## config.mk

```make
export PLATFORM = sky130hd
export DESIGN_NAME = hamming_seq_ctrl
export DESIGN_NICKNAME = d
export VERILOG_FILES = /design/src/rtl/hamming_seq_ctrl_pkg.sv /design/src/rtl/hamming_seq_ctrl_popcount.sv /design/src/rtl/hamming_seq_ctrl.sv
export SDC_FILE = /design/constraint.sdc
export NUM_CORES = 1
export LEC_CHECK = 0
export ABC_CLOCK_PERIOD_IN_PS = 7400
export CORE_MARGIN = 2
export CORE_UTILIZATION = 49
export DETAILED_ROUTE_END_ITERATION = 7
export PLACE_DENSITY = 0.79
export SYNTH_ARGS = -nofsm -noshare
export SYNTH_HDL_FRONTEND = slang
export SYNTH_SLANG_ARGS = --single-unit
```

## constraint.sdc

```tcl
create_clock -name clk -period 7.4 [get_ports clk]
set_clock_uncertainty 0.05 [all_clocks]
set_input_delay 1.48 -clock clk [delete_from_list [all_inputs] [get_ports clk]]
set_output_delay 1.48 -clock clk [all_outputs]
set_load 0.01 [all_outputs]
```

## src/rtl/hamming_seq_ctrl_pkg.sv

```systemverilog
// Shared definitions for the Hamming-distance sequencing controller:
// FSM state encoding and the width helper used to size counters and sums.
package hamming_seq_ctrl_pkg;

  // Controller states; kept as plain constants so legacy tooling can match the encoding.
  localparam logic [1:0] ST_IDLE = 2'd0;
  localparam logic [1:0] ST_RUN  = 2'd1;
  localparam logic [1:0] ST_DONE = 2'd2;

  // Number of bits needed to represent the value v (v=64 -> 7, v=8 -> 4, v=1 -> 1).
  function automatic int bits_for(input int v);
    int r;
    r = 1;
    for (int i = 1; i < 31; i++) begin
      if ((1 << i) <= v) begin
        r = i + 1;
      end
    end
    return r;
  endfunction

endpackage

```

## src/rtl/hamming_seq_ctrl_popcount.sv

```systemverilog
// Combinational population count of one operand chunk.
// The output is wide enough to hold the all-ones count M.
import hamming_seq_ctrl_pkg::*;

module hamming_popcount #(
  parameter  int M  = 8,
  localparam int PW = bits_for(M)
) (
  input  logic [M-1:0]  bits,
  output logic [PW-1:0] count
);

  // Sum every bit of the chunk into a count of set bits.
  always_comb begin
    count = '0;
    for (int i = 0; i < M; i++) begin
      count = count + PW'(bits[i]);
    end
  end

endmodule

```

## src/rtl/hamming_seq_ctrl.sv

```systemverilog
// Sequencing controller for a multi-cycle Hamming-distance engine.
// A start command opens a comparison; CC chunks of M bits then arrive one per
// valid/ready handshake, LSB chunk first. Each chunk's XOR popcount is added to
// a running total, and after the last chunk the distance and a threshold-match
// flag are published with a one-cycle done pulse. The result stays on o/match
// until the next comparison finishes or reset clears it.
import hamming_seq_ctrl_pkg::*;

module hamming_seq_ctrl #(
  parameter  int N  = 64,
  parameter  int CC = 8,
  localparam int M  = N / CC,
  localparam int DW = bits_for(N),
  localparam int CW = bits_for(CC),
  localparam int PW = bits_for(M)
) (
  input  logic          clk,
  input  logic          rst,
  input  logic          start,
  input  logic [DW-1:0] thresh,
  input  logic [M-1:0]  g_input,
  input  logic [M-1:0]  e_input,
  input  logic          in_valid,
  output logic          in_ready,
  output logic          busy,
  output logic [CW-1:0] chunk_idx,
  output logic          done,
  output logic [DW-1:0] o,
  output logic          match
);

  logic [1:0]    state;
  logic [DW-1:0] acc;
  logic [DW-1:0] thr_q;
  logic [PW-1:0] chunk_count;
  logic [DW-1:0] sum_next;
  logic          accept;
  logic          last_chunk;

  // Only one chunk is combined per cycle, so a single popcount on the XOR suffices.
  hamming_popcount #(
    .M (M)
  ) u_popcount (
    .bits  (g_input ^ e_input),
    .count (chunk_count)
  );

  // Handshake and status flags are pure decodes of the state so they track it exactly.
  always_comb begin
    in_ready   = (state == ST_RUN);
    busy       = (state == ST_RUN);
    done       = (state == ST_DONE);
    accept     = in_valid && (state == ST_RUN);
    last_chunk = (chunk_idx == CW'(CC - 1));
    sum_next   = acc + DW'(chunk_count);
  end

  // FSM, accumulator, captured threshold and held result; rst overrides everything.
  always_ff @(posedge clk) begin
    if (rst) begin
      state     <= ST_IDLE;
      acc       <= '0;
      thr_q     <= '0;
      chunk_idx <= '0;
      o         <= '0;
      match     <= 1'b0;
    end else begin
      case (state)
        ST_IDLE: begin
          if (start) begin
            state     <= ST_RUN;
            acc       <= '0;
            chunk_idx <= '0;
            thr_q     <= thresh;
          end
        end
        ST_RUN: begin
          if (accept) begin
            acc <= sum_next;
            if (last_chunk) begin
              o         <= sum_next;
              match     <= (sum_next <= thr_q);
              chunk_idx <= '0;
              state     <= ST_DONE;
            end else begin
              chunk_idx <= chunk_idx + CW'(1);
            end
          end
        end
        ST_DONE: begin
          if (start) begin
            state     <= ST_RUN;
            acc       <= '0;
            chunk_idx <= '0;
            thr_q     <= thresh;
          end else begin
            state <= ST_IDLE;
          end
        end
        default: begin
          state <= ST_IDLE;
        end
      endcase
    end
  end

endmodule

```

==> summary.txt, run 1 <==
register bit total from synthesis - 28
worst hold stages - 2
Setup crit start kind - input port
max-capacitance violation count - 0
Endpoint, Worst Hold - o[0]$_SDFFE_PP0P_
synthesized net count - 254
startpoint-to-endpoint class of the critical path - in2reg
width of the die - 63.6 um
Warnings, synthesis - 0
design internal power - 295 uW
leakage component of the power - 0.000917 uW
count of buffers from port buffering - 41
number of vias per cell - 5.12
average instance area after synthesis - 8.42 um^2
most used flip-flop cell after synthesis - sky130_fd_sc_hd__dfxtp_1
cell with the most instances on the worst path - sky130_fd_sc_hd__fa_1
leading cell types in the layout, fill and taps excluded - sky130_fd_sc_hd__clkdlybuf4s50_1 (41), sky130_fd_sc_hd__nand2_1 (29), sky130_fd_sc_hd__dfxtp_1 (28), sky130_fd_sc_hd__a21oi_1 (22), sky130_fd_sc_hd__ha_1 (15)
reg-to-reg slack, setup - 4.63 ns
Critical Path RT - 7.64 ns
post-synth design cell area - 0.00174 mm^2
Final GP Congestion - 0.827
number of nets in the layout - 291
worst setup path startpoint - g_input[0]
status - completed
synth-to-layout area growth - 27.0%
full die area - 0.00405 mm^2
Clk pin slew, worst setup/hold paths - 0.14 ns
sw power - 150 uW
setup repair after global routing missed its margin - false
relative slew slack - 56.1%
delay of the slowest critical-path stage - 0.53 ns
total gr overflow - 0
io pins - 42
number of vias in the routed layout - 1480
number of instances in the synthesized netlist - 207
power density of the placed cells - 201 mW/mm^2
clock tree from TritonCTS - done
cell-by-cell trace of the critical path - clkdlybuf4s50_1 > xor2_1 > ha_1 > fa_1 > inv_1 > fa_1 > fa_1 > fa_1 > inv_1 > fa_1 > a211oi_2 > nor2_1 > xor2_1 > ha_1 > a211oi_1 > nor2_1 > nor3_1 > o221a_1
minimum clock period after layout - 6.39 ns
number of sinks on the clock net - 28
detailed-route DRC error count - 0
Comb power frac - 41.6%
portion of total power attributed to sequential cells - 36.0%
sequential element share of the synthesized area - 32.2%
type of the most critical hold path - reg2reg
detailed-routing iteration count for the pre-antenna-repair pass - 6
accumulated negative setup slack - 0 ns
CTS Hold Bufs - 0
clock root buffer master - sky130_fd_sc_hd__clkbuf_4
critical register-to-register path startpoint - acc[0]$_SDFFE_PP0P_
switching share of power - 33.8%
Fill cells - 299
arrival time reported for the critical path endpoint - 6.63 ns
Resize count post-CTS - 0
buffers inserted by post-CTS timing repair - 0
antenna diode instance count - 0
# rows - 21
async set-reset flop share out of synthesis - 0%
busiest metal layer after global routing - met2
global routing usage on met3 - 4.11%
total wirelength of the detailed-routed design - 3.54 mm
Slew @ Worst Pin - 0.656 ns
Crit Reg-Reg Endpoint - match$_SDFFE_PP0P_
total half-perimeter wirelength after legalization and detailed placement - 2.71 mm
fraction of layout cells with a size suffix above 1 - 4.53%
global routing usage on met1 - 24.8%
Reg2Reg Depth - 10
Longest Clk Path Bufs - 2
maximum number of pins on one net before global-route repair - 28
Hold Path Origin - o[0]$_SDFFE_PP0P_
Slowest-stage cell, CP - sky130_fd_sc_hd__fa_1
core outline area - 0.00339 mm^2
height of the die - 63.6 um
Iter 0 DRT Violations - 51
clock latency reported for the late side of the worst-skew pair - 0.33 ns
global-route usage over all layers - 19.3%
most common cell after layout, fill and taps aside - sky130_fd_sc_hd__clkdlybuf4s50_1
effective utilization at floorplan - 51.4%
first-pass GRT wire length - 6.29 mm
top fanout value on the critical path - 4
final worst path period share - 86.4%
antenna violations before repair - 0
maximum operating frequency - 0.156 GHz
number of enable flip-flop cells after synthesis - 0
detailed-route wire length per cell - 12.2 um
final hold violation count - 0
residual antenna-violating net count after detailed routing - 0
Pins Over Slew Limit - 0
Netlist cell types - 42
portion of total power attributed to the clock network - 22.4%
number of H-tree levels - 1
via count of the first global-routing pass - 1492
total of endpoints with negative setup slack in the final report - 0
global-route met2 utilization - 32.6%
Num CTS Buffers - 3
Final Hold Slack - 0.413 ns
Max IR drop VDD - 0.126 mV
type of destination of the critical path - register
==> stage by stage <==
step | total power, uW | worst slack (ns) | std cells | cell area (um^2) | util [%]
final | 445 | 1.01 | 289 | 2210 | 65.3
after global routing | 487 | 0.761 | 289 | 2210 | 65.3
after CTS | 448 | 1.01 | 289 | 2210 | 65.3
after detailed placement | 348 | 0.680 | 285 | 2160 | 63.8
after global placement | 342 | 0.842 | 285 | 2160 | 63.8
after floorplan | 299 | 1.39 | 207 | 1740 | -
==> registers in the layout, indices dropped and copies added, names as in the netlist <==
name	flops
acc	7
chunk_idx	4
match	1
o	7
state	2
thr_q	7
==> layer usage <==
| layer | up-vias | wire length, um |
|---|---|---|
| met1 | 668 | 1650 |
| met5 | - | 0 |
| met4 | 0 | 38 |
| li1 | 777 | - |
| met2 | 29 | 1670 |
| met3 | 6 | 181 |
==> final cells by class <==
class / instances / area (um^2) / area share (%)
multi-input cells: 156 / 1080 / 48.6
flip-flops and latches: 28 / 561 / 25.3
repair buffers: 42 / 418 / 18.9
well taps: 46 / 57.6 / 2.60
inverters: 13 / 48.8 / 2.20
clock inverters: 1 / 30.0 / 1.36
clock buffers: 3 / 22.5 / 1.02
==> synth_stat cells (2+ instances only) <==
cell type	n	share of area [%]
sky130_fd_sc_hd__fa_1	5	5.7
sky130_fd_sc_hd__nand3_1	7	2.0
sky130_fd_sc_hd__buf_6	2	1.3
sky130_fd_sc_hd__xnor2_1	5	2.5
sky130_fd_sc_hd__inv_1	13	2.8
sky130_fd_sc_hd__o21a_1	3	1.3
sky130_fd_sc_hd__clkbuf_1	6	1.3
sky130_fd_sc_hd__o21ai_1	2	0.57
sky130_fd_sc_hd__a211oi_1	3	1.3
sky130_fd_sc_hd__xor2_1	9	4.5
sky130_fd_sc_hd__and2_1	2	0.72
sky130_fd_sc_hd__nor2_1	14	3.0
sky130_fd_sc_hd__nor3_1	6	1.7
sky130_fd_sc_hd__ha_1	15	11
sky130_fd_sc_hd__nor2b_1	4	1.4
sky130_fd_sc_hd__dfxtp_1	28	32
sky130_fd_sc_hd__nand2_1	29	6.2
sky130_fd_sc_hd__nand3b_1	2	0.86
sky130_fd_sc_hd__o21ai_0	5	1.4
sky130_fd_sc_hd__or3_1	2	0.72
sky130_fd_sc_hd__nand2b_1	3	1.1
sky130_fd_sc_hd__a21oi_1	22	6.3
==> cell families after synthesis <==
group	Yosys count	share of synthesized area, %
xor gates and xnor gates	14	7.04
muxes	1	0.574
AOI/OAI and AO/OA	44	15.7
adders and majority gates	20	16.5
buffers and inverters	23	6.10
and+or+nand+nor	77	21.9
DFF	28	32.2
==> how the worst max path moves through the flow <==
stage,to
CTS,match$_SDFFE_PP0P_
floorplan,match$_SDFFE_PP0P_
global placement,match$_SDFFE_PP0P_
global route,match$_SDFFE_PP0P_
detailed placement,match$_SDFFE_PP0P_
finish,match$_SDFFE_PP0P_
==> power groups by stage <==
stage / combinational, uW / clock [uW] / sequential (uW)
final: 185 / 99.9 / 160
after global routing: 219 / 107 / 161
after CTS: 186 / 102 / 160
after detailed placement: 184 / 0 / 163
after global placement: 179 / 0 / 163
after floorplan: 137 / 0 / 162
==> critical path, delay by kind of cell <==
family	cells	cell delay (ns)
AO/OA/AOI/OAI	3	0.84
adder cells (fa/ha/maj)	7	3.02
buffers and inverters	3	0.58
XOR/XNOR	2	0.34
AND/OR/NAND/NOR	3	0.36
Power figures use the tool's default switching activity.
==> inputs of run 2 (changes only) <==
SKIP_CTS_REPAIR_TIMING = 1   (was not set)
==> results of run 2 <==
Same layout as run 1: the final DEF is identical, and so are final timing and power.
==> inputs of run 3 (changes only) <==
HOLD_SLACK_MARGIN = 0.03   (was not set)
==> results of run 3 <==
Same layout as run 1: the final DEF is identical, and so are final timing and power.
